$ cat config.mk
export PLATFORM = sky130hd
export DESIGN_NAME = muldiv_unit
export DESIGN_NICKNAME = d
export VERILOG_FILES = /design/src/rtl/muldiv_unit.sv
export SDC_FILE = /design/constraint.sdc
export NUM_CORES = 1
export LEC_CHECK = 0
export ABC_AREA = 1
export CORE_MARGIN = 4
export CORE_UTILIZATION = 55
export CTS_CLUSTER_DIAMETER = 120
export CTS_CLUSTER_SIZE = 30
export DETAILED_ROUTE_END_ITERATION = 10
export GPL_ROUTABILITY_DRIVEN = 1
export PLACE_DENSITY = 0.78
export SYNTH_ARGS = -nofsm -noshare
export SYNTH_HDL_FRONTEND = slang
export SYNTH_SLANG_ARGS = --single-unit
$ cat constraint.sdc
create_clock -name clk -period 7 [get_ports clk]
set_input_delay 1.05 -clock clk [delete_from_list [all_inputs] [get_ports clk]]
set_output_delay 1.05 -clock clk [all_outputs]
set_load 0.05 [all_outputs]
$ cat src/rtl/muldiv_unit.sv
// muldiv_unit: iterative 32-step shift-add multiplier / restoring divider with HI/LO registers
//   clk   rising-edge clock
//   rst   asynchronous active-high reset
//   start request, sampled only while busy=0
//   op    000 MULTU, 001 MULT, 010 DIVU, 011 DIV, 100 MTHI, 101 MTLO, 11x no-op
//   a, b  operands (dividend/multiplicand, divisor/multiplier)
//   hi    product upper half or remainder
//   lo    product lower half or quotient
//   busy  iterative operation in progress
//   done  one-cycle pulse after a multiply/divide result commits
//   Define MULDIV_SIGNED_EN to make MULT/DIV signed; otherwise they act as MULTU/DIVU.
module muldiv_unit #(
    parameter int WIDTH = 32
) (
    input  logic             clk,
    input  logic             rst,
    input  logic             start,
    input  logic [2:0]       op,
    input  logic [WIDTH-1:0] a,
    input  logic [WIDTH-1:0] b,
    output logic [WIDTH-1:0] hi,
    output logic [WIDTH-1:0] lo,
    output logic             busy,
    output logic             done
);
    localparam int W = WIDTH;
    typedef enum logic [1:0] {IDLE, MUL, DIV, FIX} state_t;
    state_t state, nxt;
    logic [5:0] cnt;
    logic [W-1:0] opr, abs_a, abs_b, rem_sh;
    logic [2*W-1:0] acc, mul_next, div_next, res;
    logic [W:0] msum, dsub;
    logic go_mul, go_div, last;
    assign go_mul = state == IDLE && start && op[2:1] == 2'b00;
    assign go_div = state == IDLE && start && op[2:1] == 2'b01;
    assign last = cnt == 6'(W - 1);
    // acc = {partial product, remaining multiplier}: add multiplicand on LSB, shift right
    assign msum = {1'b0, acc[2*W-1:W]} + (acc[0] ? {1'b0, opr} : '0);
    assign mul_next = {msum, acc[W-1:1]};
    // acc = {remainder, dividend}: shift left, quotient bits enter from the right
    assign rem_sh = {acc[2*W-2:W], acc[W-1]};
    assign dsub = {acc[2*W-1:W], acc[W-1]} - {1'b0, opr};
    assign div_next = dsub[W] ? {rem_sh, acc[W-2:0], 1'b0} : {dsub[W-1:0], acc[W-2:0], 1'b1};
`ifdef MULDIV_SIGNED_EN
    logic sa, sb, is_div, neg_q, neg_r;
    assign sa = op[0] & a[W-1];
    assign sb = op[0] & b[W-1];
    assign abs_a = sa ? -a : a;
    assign abs_b = sb ? -b : b;
    always_ff @(posedge clk or posedge rst) begin
        if (rst) begin
            is_div <= 1'b0;
            neg_q <= 1'b0;
            neg_r <= 1'b0;
        end else if (go_mul || go_div) begin
            is_div <= go_div;
            neg_q <= sa ^ sb;
            neg_r <= sa;
        end
    end
    // multiply negates the full 64-bit product; divide fixes quotient and remainder separately
    assign res = is_div ? {neg_r ? -acc[2*W-1:W] : acc[2*W-1:W], neg_q ? -acc[W-1:0] : acc[W-1:0]}
                        : (neg_q ? -acc : acc);
`else
    assign abs_a = a;
    assign abs_b = b;
    assign res = acc;
`endif
    always_ff @(posedge clk or posedge rst) begin
        if (rst) state <= IDLE;
        else state <= nxt;
    end
    always_comb begin
        nxt = state;
        case (state)
            IDLE:     nxt = go_mul ? MUL : go_div ? DIV : IDLE;
            MUL, DIV: nxt = last ? FIX : state;
            FIX:      nxt = IDLE;
            default:  nxt = IDLE;
        endcase
    end
    always_comb busy = state != IDLE;
    always_ff @(posedge clk or posedge rst) begin
        if (rst) begin
            hi <= '0;
            lo <= '0;
            done <= 1'b0;
            cnt <= '0;
            opr <= '0;
            acc <= '0;
        end else begin
            done <= state == FIX;
            if (go_mul || go_div) begin
                cnt <= '0;
                opr <= go_mul ? abs_a : abs_b;
                acc <= {{W{1'b0}}, go_mul ? abs_b : abs_a};
            end
            if (state == MUL || state == DIV) begin
                cnt <= cnt + 6'd1;
                acc <= state == MUL ? mul_next : div_next;
            end
            if (state == IDLE && start && op == 3'b100) hi <= a;
            if (state == IDLE && start && op == 3'b101) lo <= a;
            if (state == FIX) {hi, lo} <= res;
        end
    end
endmodule

==> results.py, run 1 <==
metrics = {
    "worst_setup_path": {
        "critPathSlowestCell": "clkdlybuf4s50_1",
        "cp.arrival_ps": 3660,
        "required_ps": 7300,
        "reg2reg_from": "acc[31]",
        "end_kind": "flip-flop",
        "cp-startpoint": "start",
        "path_common_cell": "o21ai_0",
        "critical_path.max_stage_delay_ps": 460,
        "path_class": "input pin to flip-flop",
        "startpoint_type": "input pin",
        "crit_chain": "clkdlybuf4s50_1 > nand2_1 > nor2_2 > buf_4 > inv_2 > nor2_4 > inv_2 > buf_4 > o21ai_0 > a21oi_1 > o21ai_0 > o21ai_0",
        "path_max_fanout": 46,
    },
    "pwr": {
        "p_leak_nw": 8.25,
        "powerDensity_nw_per_um2": 536,
        "irDropWorstVdd_v": 0.000323,
    },
    "synth": {
        "async_reset_ff_share_pct": 100,
        "synth_edf_count": 0,
        "synth_xor_area_share_pct": 0.853,
        "synth_top_area_share_pct": 31.7,
        "ys_ff_latch": 169,
        "netlist_instances": 2110,
        "ys_types": 43,
        "ys_warn_count": 0,
        "synth_simple_gate_area_share_pct": 30.8,
        "yosys_most_used_dff": "dfrtp_1",
        "syn-num-nets": 2250,
        "synth_compound_area_share_pct": 18.3,
        "synth.area.top_cells": "dfrtp_1 32%, nand2_1 19%, inv_1 9.0%, o21ai_0 6.9%, a21oi_1 6.6%",
        "synth_top_family_by_area": "simple AND/OR/NAND/NOR gates",
        "synth_top_cell_by_area": "dfrtp_1",
        "avgSynthCellArea_sq_um": 6.33,
        "syn_area_sq_um": 13400,
        "yosysSeqAreaShare_pct": 31.7,
        "synthAdderAreaFrac_pct": 6.67,
        "muxShareOfSynthArea_pct": 0,
    },
    "clocking": {
        "cts_hold_buffers": 0,
        "cts-root-buf": "clkbuf_16",
        "ctsResizeCount": 0,
        "path_clk_slew_ps": 70,
        "cts_tree": "built",
        "post_cts_buffers": 0,
        "htreeDepth": 4,
        "clkSinkCount": 169,
        "clk_path_buf_depth": 2,
        "cts-buffers-inserted": 17,
        "worstSkewPairLatency_ps": 450,
    },
    "placement": {
        "port_buffers": 135,
        "gp_congestion": 1.01,
        "placed_cell_area_sq_um": 14900,
        "dp_hpwl_um": 35400,
        "dpl.cell_count": 2493,
    },
    "sta": {
        "hold_viol": 0,
        "period_needed_ps": 3360,
        "slew_headroom_pct": 32.8,
        "tns_ps": 0,
        "fmax_ghz": 0.298,
        "worst_slew_pin_slew_ps": 1010,
        "rsz0062_at_grt": "false",
        "setup_viol": 0,
        "period_share_pct": 48.0,
        "drv_slew": 0,
        "skew_ps": 13.5,
    },
    "final_layout": {
        "drive_gt1_share_pct": 4.17,
        "layout_common_cells": "664 x nand2_1, 317 x inv_1, 183 x o21ai_0",
        "instances_no_fill": 2525,
        "nNetsFinal": 2333,
        "finalInstanceArea_sq_um": 15500,
        "antenna_cells": 0,
        "layout_commonest_cell": "nand2_1",
        "area_growth_pct": 15.9,
        "utilization_pct": 65.4,
    },
    "routing": {
        "drc": 0,
        "first_pass_iters": 7,
        "wirelength_um": 46000,
        "ant_nets": 0,
        "wl_per_cell_um": 18.2,
        "first_iter_violations": 1394,
        "viasPerCell": 5.70,
        "vias": 14400,
    },
    "min_path": {
        "hold_start": "lo[24]",
        "worstHoldPathType": "flip-flop to flip-flop",
    },
    "global_routing": {
        "grt_pass1_vias": 13500,
        "grt_use_total_pct": 33.7,
        "grt_first_pass_wirelength_um": 70900,
        "gr-usage-met2_pct": 55.4,
        "grt-ovfl-total": 0,
        "grt_max_degree": 105,
        "grt_use_met3_pct": 5.90,
        "grt_antenna_before_repair": 0,
        "top_usage_layer": "met2",
        "use_met1_pct": 43.8,
    },
    "floorplan": {
        "core-area_sq_um": 23700,
        "die_w_um": 164,
        "start_util_pct": 56.4,
        "die_h_um": 164,
        "rows": 56,
        "pin_count": 136,
        "fp.dieArea_sq_um": 26800,
    },
    "run": {
        "drv_cap": 0,
    },
    "status": {
        "outcome": "completed",
    },
}
## synthesized netlist by cell type, drive strengths merged (2+ instances only)
| master | n |
|---|---|
| nand2 | 673 |
| fa | 2 |
| o21ai | 188 |
| inv | 323 |
| a21oi | 179 |
| clkinv | 2 |
| nand3b | 6 |
| nor3 | 10 |
| nor2 | 175 |
| a31oi | 17 |
| buf | 16 |
| nand4 | 9 |
| o221ai | 31 |
| o211ai | 11 |
| xor2 | 2 |
| clkbuf | 68 |
| ha | 68 |
| or2 | 10 |
| o21bai | 7 |
| dfrtp | 169 |
| nand3 | 120 |
| xnor2 | 11 |
| a21o | 5 |
## through the flow
step	total power, mW	setup WS [ps]	hold slack [ps]
2_1_floorplan	5.69	1370	452
3_3_place_gp	7.13	3340	465
3_5_place_dp	7.23	3270	472
4_1_cts	8.22	3720	490
5_1_grt	8.94	3430	517
6_report	8.29	3640	487
## layout make-up
class,instances,area [sq um]
Sequential cell,169,4230
Fill cell,2323,8200
Inverter,325,1220
Tap cell,319,399
Clock inverter,14,151
Timing Repair Buffer,148,1450
Multi-Input combinational cell,1532,7590
Clock buffer,18,439
## cells by family (layout without fill, tap and decap cells)
logic type               Yosys count  after routing
buffers and inverters            409            505
AND/OR/NAND/NOR                 1005           1005
flip-flops                       169            169
XOR/XNOR                          13             13
adder cells (fa/ha/maj)           70             70
AO/OA/AOI/OAI                    444            444
## power breakdown
part	switching, mW	internal [mW]	leakage [nW]	total [mW]
clock network	0.486	0.488	0.288	0.974
logic	3.70	1.77	5.86	5.47
registers	0.429	1.42	2.10	1.85
## path summary, 6_finish.rpt
check	to	slack (ps)	cells past startpoint
setup / recovery	acc[31]	3640	12
hold / removal	lo[24]	490	2
setup reg to reg	acc[32]	3790	19
hold reg to reg	lo[24]	490	2
max in group asynchronous	acc[24]	4400	3
min in group asynchronous	lo[0]	1170	2
## flip-flops by register name, indices dropped and copies added (netlist names)
signal / count
hi: 32
cnt: 6
state: 2
lo: 32
opr: 32
acc: 64
done: 1
## worst max-delay path: cells and delay by family
family,cells,cell delay [ps]
AOI/OAI and AO/OA,4,490
and+or+nand+nor,3,400
buffers and inverters,5,1700
## routing by layer
| metal | up-vias | share of wire, % |
|---|---|---|
| li1 | 6921 | - |
| met1 | 6690 | 41 |
| met2 | 657 | 47 |
| met3 | 119 | 7.6 |
| met4 | 0 | 4.7 |
| met5 | - | 0 |
No activity file was read; power rests on OpenSTA's default activity.
==> run 2: changes to the inputs <==
Clock period 7 ns to 3.33 ns, I/O delays scaled along.
==> run 2 against run 1 <==
  * Sequential power is 100% higher
  * Largest power group unchanged
  * Global-route usage is 1.5 points higher
  * Critical path type is now flip-flop to flip-flop
  * Register-to-register slack worse by 3600 ps
  * Clock power is 110% higher
  * Cell area is 2.0% higher
  * Worst setup slack worse by 3500 ps
  * Flip-flop and latch count stayed put
  * Highest routed layer unchanged
  * First-iteration DRC count is 20% higher
==> results.py, run 2 (synthesis gave the netlist of run 1 again) <==
metrics = {
    "global_routing": {
        "use_met1_pct": 44.8,
        "top_usage_layer": "met2",
        "grt_first_pass_wirelength_um": 73200,
        "gr-usage-met2_pct": 57.7,
        "grt_use_total_pct": 35.2,
        "grt_antenna_before_repair": 0,
        "grt_use_met3_pct": 4.54,
        "grt_pass1_vias": 13400,
        "grt-ovfl-total": 0,
        "grt_max_degree": 71,
    },
    "floorplan": {
        "start_util_pct": 56.4,
        "pin_count": 136,
        "core-area_sq_um": 23700,
        "rows": 56,
        "fp.dieArea_sq_um": 26800,
        "die_w_um": 164,
        "die_h_um": 164,
    },
    "placement": {
        "gp_congestion": 1.02,
        "dpl.cell_count": 2524,
        "placed_cell_area_sq_um": 15200,
        "dp_hpwl_um": 37300,
        "port_buffers": 135,
        "dp_slack_ps": 329,
    },
    "routing": {
        "vias": 14600,
        "wl_per_cell_um": 18.8,
        "first_pass_iters": 6,
        "wirelength_um": 48100,
        "first_iter_violations": 1672,
        "drc": 0,
        "ant_nets": 0,
        "viasPerCell": 5.69,
    },
    "worst_setup_path": {
        "required_ps": 3710,
        "path_class": "flip-flop to flip-flop",
        "startpoint_type": "flip-flop",
        "path_max_fanout": 18,
        "cp.arrival_ps": 3540,
        "end_kind": "flip-flop",
    },
    "final_layout": {
        "utilization_pct": 66.6,
        "area_growth_pct": 18.2,
        "largest_register_ffs": 64,
        "layout_common_cells": "664 x nand2_1, 317 x inv_1, 183 x o21ai_0",
        "finalInstanceArea_sq_um": 15800,
        "antenna_cells": 0,
        "largest_register": "acc",
        "layout_commonest_cell": "nand2_1",
        "drive_gt1_share_pct": 5.50,
        "nNetsFinal": 2364,
        "instances_no_fill": 2556,
    },
    "pwr": {
        "finalPower_mw": 17.9,
        "irDropWorstVdd_v": 0.000723,
        "powerDensity_nw_per_um2": 1130,
        "p_leak_nw": 8.42,
    },
    "clocking": {
        "path_clk_slew_ps": 70,
        "clk_path_buf_depth": 2,
        "cts_tree": "built",
        "cts_hold_buffers": 0,
        "cts-buffers-inserted": 17,
        "worstSkewPairLatency_ps": 450,
        "cts-root-buf": "clkbuf_16",
        "post_cts_buffers": 0,
        "htreeDepth": 4,
        "clkSinkCount": 169,
        "ctsResizeCount": 0,
    },
    "sta": {
        "timing.hold.ws_ps": 484,
        "period_share_pct": 95.1,
        "setup_viol": 0,
        "rsz0062_at_grt": "false",
        "worst_slew_pin_slew_ps": 1280,
        "tns_ps": 0,
        "fin_ws_ps": 165,
        "hold_viol": 0,
        "slew_headroom_pct": 14.4,
        "period_needed_ps": 3170,
        "drv_slew": 0,
        "skew_ps": 12.4,
        "fmax_ghz": 0.316,
    },
    "run": {
        "drv_cap": 0,
    },
    "min_path": {
        "worstHoldPathType": "flip-flop to flip-flop",
    },
    "status": {
        "outcome": "completed",
    },
}
[run 2: cell types whose count changed in the layout (fill, tap and decap cells not counted), sizes merged]
cell / previous run / this run
buf: 13 / 44
clkinv: 9 / 8
clkinvlp: 1 / 3
inv: 329 / 328
[run 2: worst paths after layout]
path | endpoint | depth (start not counted) | from | slack [ps]
worst max register to register | acc[58] | 19 | acc[31] | 160
max in group asynchronous | acc[56] | 4 | rst | 1890
worst min-delay path | lo[25] | 2 | lo[25] | 480
min in group asynchronous | lo[4] | 2 | rst | 500
worst min register to register | lo[25] | 2 | lo[25] | 480
worst max-delay path | acc[58] | 19 | acc[31] | 160
[run 2: critical path: stages, from the launching register on]
cell	delay, ps
dfrtp_1	400
inv_1	100
ha_1	230
fa_1	440
inv_1	80
nand2_1	40
nand2_1	80
nand3_1	80
nand2_2	160
nand2_2	70
nand2_2	80
nand2_2	70
nand2_2	70
nand2_1	50
nand2_1	550
buf_4	310
nand2_1	70
nand3_1	80
nand2_1	60
nand2_1	70
[run 2: where the power goes]
group	internal, mW	leakage (nW)	switching (mW)
Sequential	2.99	2.10	0.719
Clock	1.02	0.282	1.02
Combinational	3.92	6.04	8.20
[run 2: metal layers]
metal  wire (um)  vias up
met4        3080        0
met2       22600      698
met5           0        -
met1       18800     6728
li1            -     6983
met3        3570      146
[run 2: final cells by class]
class / instances / area (sq um)
fill: 2238 / 7900
multi-input combinational: 1532 / 7590
sequential: 169 / 4230
timing repair buffer: 179 / 1760
inverter: 325 / 1220
clock buffer: 18 / 439
tap: 319 / 399
clock inverter: 14 / 148
==> run 3: changes to the inputs <==
Settings changed: ABC_CLOCK_PERIOD_IN_PS set to 3330.
==> results of run 3 <==
Same layout as run 2: the final DEF is identical, and so are final timing and power.
